## src/rtl/noc_flit_injector.sv

```systemverilog
// NoC flit injector: buffers local write/read requests in a small FIFO and serialises each one
// into a 4-flit packet (head, address, data, tail) toward the network interface.
module noc_flit_injector #(
  parameter int unsigned FIFO_DEPTH = 4,
  parameter int unsigned FLIT_W     = 16
) (
  input  logic              clk,
  input  logic              reset,
  input  logic              req_valid,
  output logic              req_ready,
  input  logic              req_write,
  input  logic [3:0]        req_dest,
  input  logic [15:0]       req_addr,
  input  logic [15:0]       req_wdata,
  output logic [FLIT_W-1:0] flit_out,
  output logic              flit_en,
  input  logic              ni_ready,
  output logic              busy,
  output logic [7:0]        pkt_count
);

  localparam int unsigned PtrW = $clog2(FIFO_DEPTH);
  localparam int unsigned CntW = PtrW + 1;

  typedef struct packed {
    logic        write;
    logic [3:0]  dest;
    logic [15:0] addr;
    logic [15:0] wdata;
  } req_t;

  typedef enum logic [2:0] {StIdle, StHead, StAddr, StData, StTail} state_e;

  req_t                        mem_q [FIFO_DEPTH];
  req_t                        mem_d [FIFO_DEPTH];
  logic [PtrW-1:0]             wr_ptr_q, wr_ptr_d, rd_ptr_q, rd_ptr_d;
  logic [CntW-1:0]             count_q, count_d;
  state_e                      state_q, state_d;
  logic [FLIT_W-1:0]           flit_q, flit_d;
  logic [2:0][FLIT_W-1:0]      body_q, body_d;
  logic [7:0]                  pkt_cnt_q, pkt_cnt_d;

  logic              push, pop, empty, xfer;
  req_t              head_req;
  logic [15:0]       wdata_pkt, tail_mix;
  logic [FLIT_W-1:0] new_head;
  logic [2:0][FLIT_W-1:0] new_body;

  assign empty     = (count_q == '0);
  assign req_ready = (count_q != CntW'(FIFO_DEPTH));
  assign push      = req_valid && req_ready;
  assign flit_en   = (state_q != StIdle);
  assign xfer      = flit_en && ni_ready;
  assign flit_out  = flit_q;
  assign busy      = (state_q != StIdle) || !empty;
  assign pkt_count = pkt_cnt_q;

  // Flits for the request at the FIFO head, ready to load on a pop edge.
  always_comb begin
    head_req    = mem_q[rd_ptr_q];
    wdata_pkt   = head_req.write ? head_req.wdata : 16'h0000;
    tail_mix    = head_req.addr ^ wdata_pkt;
    new_head    = {2'b01, head_req.write, head_req.dest, 9'b0};
    new_body[0] = head_req.addr;
    new_body[1] = wdata_pkt;
    new_body[2] = {2'b11, tail_mix[13:0]};
  end

  always_comb begin
    state_d   = state_q;
    flit_d    = flit_q;
    body_d    = body_q;
    pkt_cnt_d = pkt_cnt_q;
    pop       = 1'b0;
    case (state_q)
      StIdle: begin
        if (!empty) begin
          pop     = 1'b1;
          state_d = StHead;
          flit_d  = new_head;
          body_d  = new_body;
        end
      end
      StHead: begin
        if (xfer) begin
          state_d = StAddr;
          flit_d  = body_q[0];
        end
      end
      StAddr: begin
        if (xfer) begin
          state_d = StData;
          flit_d  = body_q[1];
        end
      end
      StData: begin
        if (xfer) begin
          state_d = StTail;
          flit_d  = body_q[2];
        end
      end
      StTail: begin
        if (xfer) begin
          pkt_cnt_d = pkt_cnt_q + 8'd1;
          // Chain straight into the next packet so the stream has no idle bubble.
          if (!empty) begin
            pop     = 1'b1;
            state_d = StHead;
            flit_d  = new_head;
            body_d  = new_body;
          end else begin
            state_d = StIdle;
            flit_d  = '0;
          end
        end
      end
      default: begin
        state_d = StIdle;
        flit_d  = '0;
      end
    endcase
  end

  always_comb begin
    mem_d    = mem_q;
    wr_ptr_d = wr_ptr_q;
    rd_ptr_d = rd_ptr_q;
    count_d  = count_q;
    if (push) begin
      mem_d[wr_ptr_q] = '{write: req_write, dest: req_dest, addr: req_addr, wdata: req_wdata};
      wr_ptr_d        = wr_ptr_q + PtrW'(1);
    end
    if (pop) begin
      rd_ptr_d = rd_ptr_q + PtrW'(1);
    end
    if (push && !pop) begin
      count_d = count_q + CntW'(1);
    end else if (pop && !push) begin
      count_d = count_q - CntW'(1);
    end
  end

  always_ff @(posedge clk) begin
    if (reset) begin
      wr_ptr_q  <= '0;
      rd_ptr_q  <= '0;
      count_q   <= '0;
      state_q   <= StIdle;
      flit_q    <= '0;
      body_q    <= '0;
      pkt_cnt_q <= '0;
    end else begin
      wr_ptr_q  <= wr_ptr_d;
      rd_ptr_q  <= rd_ptr_d;
      count_q   <= count_d;
      state_q   <= state_d;
      flit_q    <= flit_d;
      body_q    <= body_d;
      pkt_cnt_q <= pkt_cnt_d;
    end
  end

  // Storage needs no reset: the pointers and count decide what is valid.
  always_ff @(posedge clk) begin
    mem_q <= mem_d;
  end

endmodule
```

## config.mk

```make
export PLATFORM = sky130hd
export DESIGN_NAME = noc_flit_injector
export DESIGN_NICKNAME = d
export VERILOG_FILES = /design/src/rtl/noc_flit_injector.sv
export SDC_FILE = /design/constraint.sdc
export NUM_CORES = 1
export LEC_CHECK = 0
export ABC_AREA = 0
export CAP_MARGIN = 20
export CORE_MARGIN = 3
export CORE_UTILIZATION = 50
export CTS_BUF_LIST = sky130_fd_sc_hd__clkbuf_16
export DETAILED_ROUTE_END_ITERATION = 8
export GPL_ROUTABILITY_DRIVEN = 0
export PLACE_DENSITY = 0.7
export SETUP_SLACK_MARGIN = 0.02
export SYNTH_ARGS = -nofsm -noshare
export SYNTH_HDL_FRONTEND = slang
export SYNTH_SLANG_ARGS = --single-unit
export TNS_END_PERCENT = 20
```

## constraint.sdc

```tcl
create_clock -name clk -period 7.55 [get_ports clk]
set_input_delay 1.51 -clock clk [delete_from_list [all_inputs] [get_ports clk]]
set_output_delay 1.51 -clock clk [all_outputs]
set_load 0.02 [all_outputs]
```

==> results.yml <==
outcome:
  status: "finished, final reports clean"
timing:
  worst_slew_pin_slew_ns: 0.962
  setup_tns_ns: 0
  period_needed_ns: 4.23
  setup_viol: 0
  finalMaxSlewViolations: 0
  hold_viol: 0
  rsz0062_at_grt: "false"
  max_freq_mhz: 237
  relSlewSlack_pct: 35.7
  finClkSkew_ns: 0.00945
  final.setup.worst_slack_ns: 3.32
  period_share_pct: 56.0
  hold_slack_ns: 0.452
drt:
  remaining_drc_errors: 0
  dr.pass1.iters: 5
  via_count: 5223
  postRouteAntennaNets: 0
  wire_per_inst_um: 18.5
  routed_via_density: 5.59
  wl_um: 17300
  drt_iter0_markers: 416
min_path:
  hp-class: "reg2reg"
cts:
  clock_latency_ns: 0.49
  clk_pin_slew_ns: 0.06
  cts_hold_buf: 0
  cts_root_buffer: "clkbuf_16"
  cts.path.max_buffers: 3
  cts_buffers: 23
  cts_tree: "built"
  cts_setup_buffers: 0
  cts_resized: 0
  htreeDepth: 1
  cts_sinks: 229
synth:
  seq_area_frac_synth_pct: 67.0
  synth_warnings: 0
  syn_inst: 629
  syn_nets: 677
  yosys_register_bits: 229
  synth_top_area_share_pct: 49.1
  synth_top_area_cell: "edfxtp_1"
  synthDistinctLibCells: 45
  synth_top_flop_cell: "edfxtp_1"
  netlist_top_cells_area: "edfxtp_1 49%, dfxtp_1 18%, mux4_2 9.4%"
  syn_avg_cell_area_um2: 14.4
  syn-cell-area_mm2: 0.00906
  synthTopCellsByCount: "148 x edfxtp_1, 81 x dfxtp_1, 77 x nand2_1"
  synth-async-reset-ratio_pct: 0
  synth_edf_count: 148
  yosysMostFrequentCell: "edfxtp_1"
floorplan:
  num_rows: 48
  coreArea_mm2: 0.0175
  die-area_mm2: 0.0198
  num_io_pins: 68
  initial_core_util_pct: 51.7
  die_x_um: 141
  die_h_um: 141
placed_design:
  pre_cts_slack_ns: 2.85
  hpwl_um: 10500
  place_area_mm2: 0.00990
  portBuffers: 67
global_route:
  grt_pass1_vias: 5339
  grt_overflow_total: 0
  grt_start_max_net_pins: 79
  grt_pass1_wl_um: 28000
  grtUsageTotal_pct: 17.7
  antenna_found_initial: 0
critical_path:
  crit_fanout: 63
  crit_type: "in2reg"
  crit_path_top_delay_cell: "clkdlybuf4s50_1"
  crit_buf_inv: 4
  crit_arrival_ns: 4.64
  cp_data_required_time_ns: 7.97
  rrSetupSlack_ns: 4.19
  slowest_delay_ns: 0.55
  worst_setup_path_start_kind: "input port"
  cpLargestDelayFamily: "buffers and inverters"
  path_cells: "clkdlybuf4s50_1 > nor2b_1 > nor3_4 > buf_4 > inv_2 > ha_1 > inv_1 > fa_1 > xor2_1 > or3_1 > a21oi_1"
  cp-end-kind: "flip-flop"
power:
  cellPowerDensity_mw_per_mm2: 355
  irDropWorstVdd_mv: 0.263
  leakage_nw: 3.58
final_layout:
  final_layout_size_suffix_gt1_share_pct: 14.8
  areaGrowthSynthToFinish_pct: 18.0
  final_nets: 741
  antenna_cells: 0
  seq_area_mm2: 0.00607
  multi_input_area_mm2: 0.00279
  post-route-cell-area_mm2: 0.0107
  nFillCells: 1312
job:
  cap_violations: 0
power by group:
group / leakage, nW / total (mW) / internal [mW] / switching (mW)
clock network: 0.376 / 1.05 / 0.621 / 0.433
registers: 2.02 / 1.65 / 1.54 / 0.111
logic: 1.18 / 1.09 / 0.469 / 0.624
total: 3.58 / 3.80 / 2.63 / 1.17
metrics by stage:
step,instances,util (%),power [mW]
floorplan,629,-,2.45
global placement,889,56.5,2.72
finish,934,61.0,3.80
global route,934,61.0,4.01
detailed placement,889,56.5,2.77
CTS,930,60.5,3.83
placed cells by master, fill, tap and decap left out, types with 2 or more instances in the layout:
cell | synthesis | routed
a22o_1 | 10 | 10
clkbuf_16 | 0 | 23
nand4_1 | 5 | 5
nand2b_1 | 8 | 8
xor2_1 | 24 | 24
nand3_1 | 27 | 27
bufinv_16 | 0 | 2
a22oi_1 | 2 | 2
edfxtp_1 | 148 | 148
mux4_1 | 2 | 2
mux2_2 | 10 | 10
inv_1 | 4 | 11
and2_2 | 0 | 4
clkinv_2 | 0 | 5
clkinv_1 | 0 | 2
a211o_1 | 2 | 2
mux4_2 | 38 | 38
buf_12 | 0 | 4
clkdlybuf4s50_1 | 0 | 66
a21oi_1 | 49 | 49
nand2_1 | 77 | 77
a211oi_1 | 15 | 15
nor2b_1 | 4 | 4
nor2_1 | 34 | 34
or3_1 | 3 | 3
dfxtp_1 | 81 | 80
ha_1 | 6 | 6
xnor2_1 | 3 | 3
o21ai_0 | 3 | 3
buf_4 | 0 | 10
a32o_1 | 5 | 5
mux2i_1 | 6 | 6
and3_1 | 2 | 2
state kept, by name, summed over array words and instances (netlist names):
name / count
body_q: 47
count_q: 3
flit_out: 16
mem_q: 148
pkt_count: 8
rd_ptr_q: 2
state_q: 3
wr_ptr_q: 2
final timing paths:
kind,cells after the start,from,to
setup / recovery,11,ni_ready,count_q[2]$_SDFFE_PP0P_
hold / removal,2,body_q[3]$_SDFFE_PP0P_,body_q[3]$_SDFFE_PP0P_
setup reg to reg,10,state_q[2]$_SDFFE_PP0P_,count_q[2]$_SDFFE_PP0P_
hold reg to reg,2,body_q[3]$_SDFFE_PP0P_,body_q[3]$_SDFFE_PP0P_
logic make-up after synthesis:
family	after synthesis	share of synthesized area [%]
adder cells (fa/ha/maj)	8	1.16
multiplexers	56	11.9
XOR/XNOR	27	2.61
AO/OA/AOI/OAI	91	6.49
AND/OR/NAND/NOR	171	8.59
buffers and inverters	47	2.25
flip-flops	229	67.0
tightest hold or removal path: cells and delay by family, from the launching register on:
kind | cells | cell delay [ns]
compound gates | 1 | 0.05
flops | 1 | 0.30
simple gates | 1 | 0.05
cell type report:
cell class / count / share of cell area (%)
clock buffer: 23 / 5.38
tap: 225 / 2.63
timing repair buffer: 81 / 7.68
clock inverter: 18 / 1.26
sequential: 229 / 56.7
multi-input combinational: 353 / 26.1
inverter: 5 / 0.176
per-layer routing:
| metal | vias up | track usage, % | share of wire, % |
|---|---|---|---|
| li1 | 2480 | - | - |
| met1 | 2568 | 23.4 | 42 |
| met2 | 148 | 30.5 | 51 |
| met3 | 27 | 2.95 | 5.6 |
| met4 | 0 | 5.20 | 1.8 |
| met5 | - | 0 | 0 |
(Power assumes the default switching activity.)
